<file path="src/rtl/tree_node_fanin_merger_if.sv">
`default_nettype none
// ============================================================================
// Module   : tree_node_fanin_merger_if
// Brief    : Child-side and upstream-side handshake bundle of the fan-in merger.
// Revision : 1.0 - initial release
// ============================================================================
interface tree_node_fanin_merger_if #(
    parameter int NUM_CHILD  = 5,
    parameter int DATA_W     = 8,
    parameter int ID_W       = 3,
    parameter int FIFO_DEPTH = 4
);
    logic [NUM_CHILD-1:0]              child_valid;
    logic [NUM_CHILD*DATA_W-1:0]       child_data;
    logic [NUM_CHILD-1:0]              child_ready;
    logic                              up_valid;
    logic [ID_W+DATA_W-1:0]            up_data;
    logic                              up_ready;
    logic [$clog2(FIFO_DEPTH+1)-1:0]   occupancy;

    // master drives the children and the parent's ready; slave is the merger
    modport master (
        output child_valid, child_data, up_ready,
        input  child_ready, up_valid, up_data, occupancy
    );

    modport slave (
        input  child_valid, child_data, up_ready,
        output child_ready, up_valid, up_data, occupancy
    );
endinterface
`default_nettype wire

</file>
<file path="src/rtl/tree_node_fanin_merger.sv">
`default_nettype none
// ============================================================================
// Module   : tree_node_fanin_merger
// Brief    : Round-robin merge of child streams into one tagged upstream FIFO.
// Revision : 1.0 - initial release
// ============================================================================
module tree_node_fanin_merger #(
    parameter int NUM_CHILD  = 5,
    parameter int DATA_W     = 8,
    parameter int ID_W       = 3,
    parameter int FIFO_DEPTH = 4
) (
    input  wire logic              clk,
    input  wire logic              rst,
    tree_node_fanin_merger_if.slave bus
);
    localparam int PTR_W   = $clog2(FIFO_DEPTH);
    localparam int OCC_W   = $clog2(FIFO_DEPTH + 1);
    localparam int ENTRY_W = ID_W + DATA_W;

    logic [ENTRY_W-1:0]   r_mem [FIFO_DEPTH];
    logic [PTR_W-1:0]     r_wr_ptr;
    logic [PTR_W-1:0]     r_rd_ptr;
    logic [OCC_W-1:0]     r_occ;
    logic [ID_W-1:0]      r_last_grant;

    logic [DATA_W-1:0]    w_child_word [NUM_CHILD];
    logic                 w_full;
    logic                 w_grant_vld;
    logic [ID_W-1:0]      w_grant_idx;
    logic [NUM_CHILD-1:0] w_ready;
    logic                 w_push;
    logic                 w_pop;

    for (genvar gi = 0; gi < NUM_CHILD; gi++) begin : g_unpack
        assign w_child_word[gi] = bus.child_data[gi*DATA_W +: DATA_W];
    end

    assign w_full = (r_occ == OCC_W'(FIFO_DEPTH));

    // Search starts one past the last winner so every valid child is served in turn.
    always_comb begin
        int idx_int;
        w_grant_vld = 1'b0;
        w_grant_idx = '0;
        idx_int     = 0;
        for (int k = 1; k <= NUM_CHILD; k++) begin
            idx_int = (int'(r_last_grant) + k) % NUM_CHILD;
            if (!w_grant_vld && bus.child_valid[idx_int[ID_W-1:0]]) begin
                w_grant_vld = 1'b1;
                w_grant_idx = idx_int[ID_W-1:0];
            end
        end
        // A full FIFO blocks refill even when the head is popped this cycle.
        if (rst || w_full) begin
            w_grant_vld = 1'b0;
        end
    end

    always_comb begin
        w_ready = '0;
        for (int i = 0; i < NUM_CHILD; i++) begin
            w_ready[i] = w_grant_vld && (w_grant_idx == ID_W'(i));
        end
    end

    assign w_push = w_grant_vld;
    assign w_pop  = (r_occ != '0) && bus.up_ready;

    always_ff @(posedge clk) begin
        if (rst) begin
            r_wr_ptr     <= '0;
            r_rd_ptr     <= '0;
            r_occ        <= '0;
            r_last_grant <= ID_W'(NUM_CHILD - 1);
            for (int i = 0; i < FIFO_DEPTH; i++) begin
                r_mem[i] <= '0;
            end
        end else begin
            if (w_push) begin
                r_mem[r_wr_ptr] <= {w_grant_idx, w_child_word[w_grant_idx]};
                r_wr_ptr        <= r_wr_ptr + PTR_W'(1);
                r_last_grant    <= w_grant_idx;
            end
            if (w_pop) begin
                r_rd_ptr <= r_rd_ptr + PTR_W'(1);
            end
            if (w_push && !w_pop) begin
                r_occ <= r_occ + OCC_W'(1);
            end else if (!w_push && w_pop) begin
                r_occ <= r_occ - OCC_W'(1);
            end
        end
    end

    assign bus.child_ready = w_ready;
    assign bus.up_valid    = (r_occ != '0);
    assign bus.up_data     = r_mem[r_rd_ptr];
    assign bus.occupancy   = r_occ;

endmodule
`default_nettype wire

</file>
<file path="src/flat_wrapper.sv">
// flat-port wrapper written by rule: the top's interface ports become plain ports
module tree_node_fanin_merger_flat 
#(
    parameter int NUM_CHILD  = 5,
    parameter int DATA_W     = 8,
    parameter int ID_W       = 3,
    parameter int FIFO_DEPTH = 4
)
  (clk, rst, bus_child_valid, bus_child_data, bus_up_ready, bus_child_ready, bus_up_valid, bus_up_data, bus_occupancy);
  tree_node_fanin_merger_if #(.NUM_CHILD(NUM_CHILD), .DATA_W(DATA_W), .ID_W(ID_W), .FIFO_DEPTH(FIFO_DEPTH)) bus_i ();
  input  wire logic clk;
  input  wire logic rst;
  input wire logic [$bits(bus_i.child_valid)-1:0] bus_child_valid;
  input wire logic [$bits(bus_i.child_data)-1:0] bus_child_data;
  input wire logic [$bits(bus_i.up_ready)-1:0] bus_up_ready;
  output wire logic [$bits(bus_i.child_ready)-1:0] bus_child_ready;
  output wire logic [$bits(bus_i.up_valid)-1:0] bus_up_valid;
  output wire logic [$bits(bus_i.up_data)-1:0] bus_up_data;
  output wire logic [$bits(bus_i.occupancy)-1:0] bus_occupancy;
  assign bus_i.child_valid = bus_child_valid;
  assign bus_i.child_data = bus_child_data;
  assign bus_i.up_ready = bus_up_ready;
  assign bus_child_ready = bus_i.child_ready;
  assign bus_up_valid = bus_i.up_valid;
  assign bus_up_data = bus_i.up_data;
  assign bus_occupancy = bus_i.occupancy;
  tree_node_fanin_merger #(.NUM_CHILD(NUM_CHILD), .DATA_W(DATA_W), .ID_W(ID_W), .FIFO_DEPTH(FIFO_DEPTH)) u_core (.clk(clk), .rst(rst), .bus(bus_i));
endmodule
</file>
<file path="config.mk">
export PLATFORM = sky130hd
export DESIGN_NAME = tree_node_fanin_merger_flat
export DESIGN_NICKNAME = d
export VERILOG_FILES = /design/src/rtl/tree_node_fanin_merger_if.sv /design/src/rtl/tree_node_fanin_merger.sv /design/src/flat_wrapper.sv
export SDC_FILE = /design/constraint.sdc
export NUM_CORES = 1
export LEC_CHECK = 0
export ABC_AREA = 1
export BUFFER_PORTS_ARGS = -buffer_cell sky130_fd_sc_hd__buf_2
export CORE_MARGIN = 1
export CORE_UTILIZATION = 55
export CTS_BUF_LIST = sky130_fd_sc_hd__clkbuf_16
export DETAILED_ROUTE_END_ITERATION = 6
export PLACE_DENSITY = 0.77
export SLEW_MARGIN = 20
export SYNTH_ARGS = -nofsm -noshare
export SYNTH_HDL_FRONTEND = slang
export SYNTH_SLANG_ARGS = --single-unit
</file>
<file path="constraint.sdc">
create_clock -name clk -period 13 [get_ports clk]
set_clock_uncertainty 0.05 [all_clocks]
set_input_delay 1.95 -clock clk [delete_from_list [all_inputs] [get_ports clk]]
set_output_delay 1.95 -clock clk [all_outputs]
set_load 0.02 [all_outputs]
</file>
==> summary.txt <==
STA
  • Setup-failing EPs final: 0
  • Setup_tns: 0 ns
  • Slew HR: 0.481
  • Final Cycle Share: 0.555
  • Final hold viol count: 0
  • Worst-margin pin slew: 0.778 ns
  • Count of pins over their slew limit: 0
  • RSZ-0062 raised after global routing: no
  • Final worst slack: 5.79 ns
  • Period minus WS final: 7.21 ns
  • Fmax: 139 MHz

Floorplan
  • Die width: 93.8 µm
  • Ports: 68
  • Initial Utilization: 0.567
  • Die Area: 8800 µm²
  • Core footprint: 8180 µm²
  • Die height: 93.8 µm
  • # rows: 33

Global routing
  • Largest net degree at the start of global routing: 24
  • First-pass GRT wire length: 17600 µm
  • Total global routing overflow: 0
  • Vias in the first global route: 3840
  • Initial antenna violation count: 0
  • GR Util All Layers: 0.255

Clock tree
  • CTS Buf Count: 5
  • Hold buffer count at cts: 0
  • Clock Latency Late Sink: 0.29 ns
  • # H-tree levels: 2
  • Clock Sinks: 56
  • TritonCTS clock tree: built
  • Post-cts sizing count: 0
  • CTS Root Cell: clkbuf_16
  • CTS max path bufs: 2
  • Post-CTS setup buffers: 0
  • Reg clk slew, reported paths: 0.07 ns

Worst setup path
  • WP buf/inv: 4
  • Critical path arrival: 5.21 ns
  • Max incr delay on CP: 0.79 ns
  • Worst setup EP type: primary output
  • Setup CP Type: reg -> out
  • Critical path fanouts, max: 19
  • Crit-path cells: inv_1 -> ha_1 -> nand3_2 -> nand2_2 -> nand2_4 -> nand2_1 -> nand2_1 -> inv_1 -> ha_1 -> inv_1 -> or2_2 -> nand3_2 -> nand3_2 -> o21ai_1 -> nand3_1 -> nand2_1 -> nand2_2 -> nand4_1 -> nand3_1 -> nand2_2 -> nand2_4 -> nor4_1 -> buf_2
  • Top delay family on crit path: simple AND/OR/NAND/NOR gates
  • Setup crit start kind: flop
  • CP max stage cell: dfxtp_1
  • Worst Path Required: 11.00 ns

Routing
  • Vias per inst: 5.38
  • Drt wl/cell: 13.9 µm
  • Detailed Route WL: 11000 µm
  • DR pass1 iterations: 6
  • DRT antenna net count: 0
  • 1st-iter DRT viols: 235
  • Post-route DRC: 2
  • Total number of vias: 4281

Yosys
  • Synth warn: 0
  • Synth top area cells: edfxtp_1 (29%), nand2_1 (13%), inv_1 (6.8%)
  • Cells after Synth: 634
  • Synthesized cell area: 4640 µm²
  • Yosys cell types: 38
  • Post-synth EDFFs: 44
  • Yosys top cell by area: edfxtp_1
  • Synth Flop Type: edfxtp_1
  • FF+latch count, synth: 56
  • Share of the synthesized area in the top cell type: 0.285
  • Synth Area per Inst: 7.31 µm²
  • Post-synthesis sequential area ratio: 0.337
  • Ys async rst share: 0
  • Synthesized net count: 708

Placement
  • Final RePlAce weighted congestion: 1.03
  • Port-buffer cells: 67
  • Final HPWL DP: 8330 µm
  • Post-Place Setup Slack: 6.11 ns

Final layout
  • Layout cell share with drive strength beyond 1: 0.217
  • Commonest non-fill, non-tap cell in the layout: nand2_1
  • Antenna cells: 0
  • Fin nets: 763
  • Fill cells: 739
  • Area Growth Syn to Fin: 10.9%
  • Most frequent cells in the layout: nand2_1 (158), inv_1 (85), buf_2 (67), nor2_1 (47), nand3_1 (45)

Hold path
  • Tightest Hold Check Type: reg -> reg

Run
  • Maxcap violations: 0

Outcome
  • Violated checks: DRC
  • Status: complete, but fails checks
[worst paths after layout]
kind | from | depth (start not counted) | slack (ns) | endpoint
worst max-delay path | u_core.r_last_grant[0] | 23 | 5.79 | bus_child_ready[0]
worst max register to register | u_core.r_last_grant[0] | 25 | 7.14 | u_core.r_mem[0][8]
worst min-delay path | u_core.r_rd_ptr[1] | 2 | 0.42 | flop
worst min register to register | u_core.r_rd_ptr[1] | 2 | 0.42 | flop
[tightest hold or removal path: cells and delay by family, from the launching register on]
family          cells  cell delay (ns)
buf+inv             1             0.06
flops               1             0.30
compound gates      1             0.07
[sequential cells by signal, summed over array words and instances (netlist names), named ones only]
name / count
u_core.r_mem: 44
u_core.r_wr_ptr: 2
u_core.r_last_grant: 3
u_core.r_rd_ptr: 2
u_core.bus.occupancy: 3
[through the flow]
| stage | hold slack (ns) | cells | util | cell area, µm² |
|---|---|---|---|---|
| after floorplan | 0.386 | 634 | - | 4640 |
| after global placement | 0.396 | 787 | 0.611 | 5000 |
| after detailed placement | 0.410 | 787 | 0.611 | 5000 |
| after CTS | 0.421 | 795 | 0.629 | 5140 |
| after global routing | 0.457 | 795 | 0.629 | 5140 |
| final | 0.421 | 795 | 0.629 | 5140 |
[final cells by class]
| class | count | area, µm² | area share |
|---|---|---|---|
| multi-input combinational | 467 | 2610 | 0.509 |
| sequential | 56 | 1560 | 0.304 |
| inverter | 91 | 349 | 0.0679 |
| timing repair buffer | 68 | 343 | 0.0667 |
| tap | 105 | 131 | 0.0256 |
| clock buffer | 5 | 125 | 0.0243 |
| clock inverter | 3 | 15.0 | 0.00292 |
[metal layers]
layer	track usage	up-vias	share of wire
li1	-	2193	-
met1	0.337	1947	0.44
met2	0.426	127	0.49
met3	0.0388	14	0.057
met4	0.0808	0	0.017
met5	0	-	0
[cell usage after synthesis, types with 12 or more instances]
master,instances
o22ai_1,15
nand3_1,45
nand2_2,35
inv_1,84
nor2_1,47
dfxtp_1,12
a21oi_1,35
ha_1,25
nand3_2,14
nand2_1,158
o21ai_0,35
edfxtp_1,44
[cell families after synthesis]
logic type	count (synthesis)	synth area share
adder cells (fa/ha/maj)	26	0.0718
buffers and inverters	111	0.0993
AND/OR/NAND/NOR	338	0.370
flip-flops	56	0.337
AO/OA/AOI/OAI	99	0.115
XOR/XNOR	4	0.00756
Power is not shown: default switching activity piles up to over one toggle a cycle in this logic, so the estimate is an artifact.
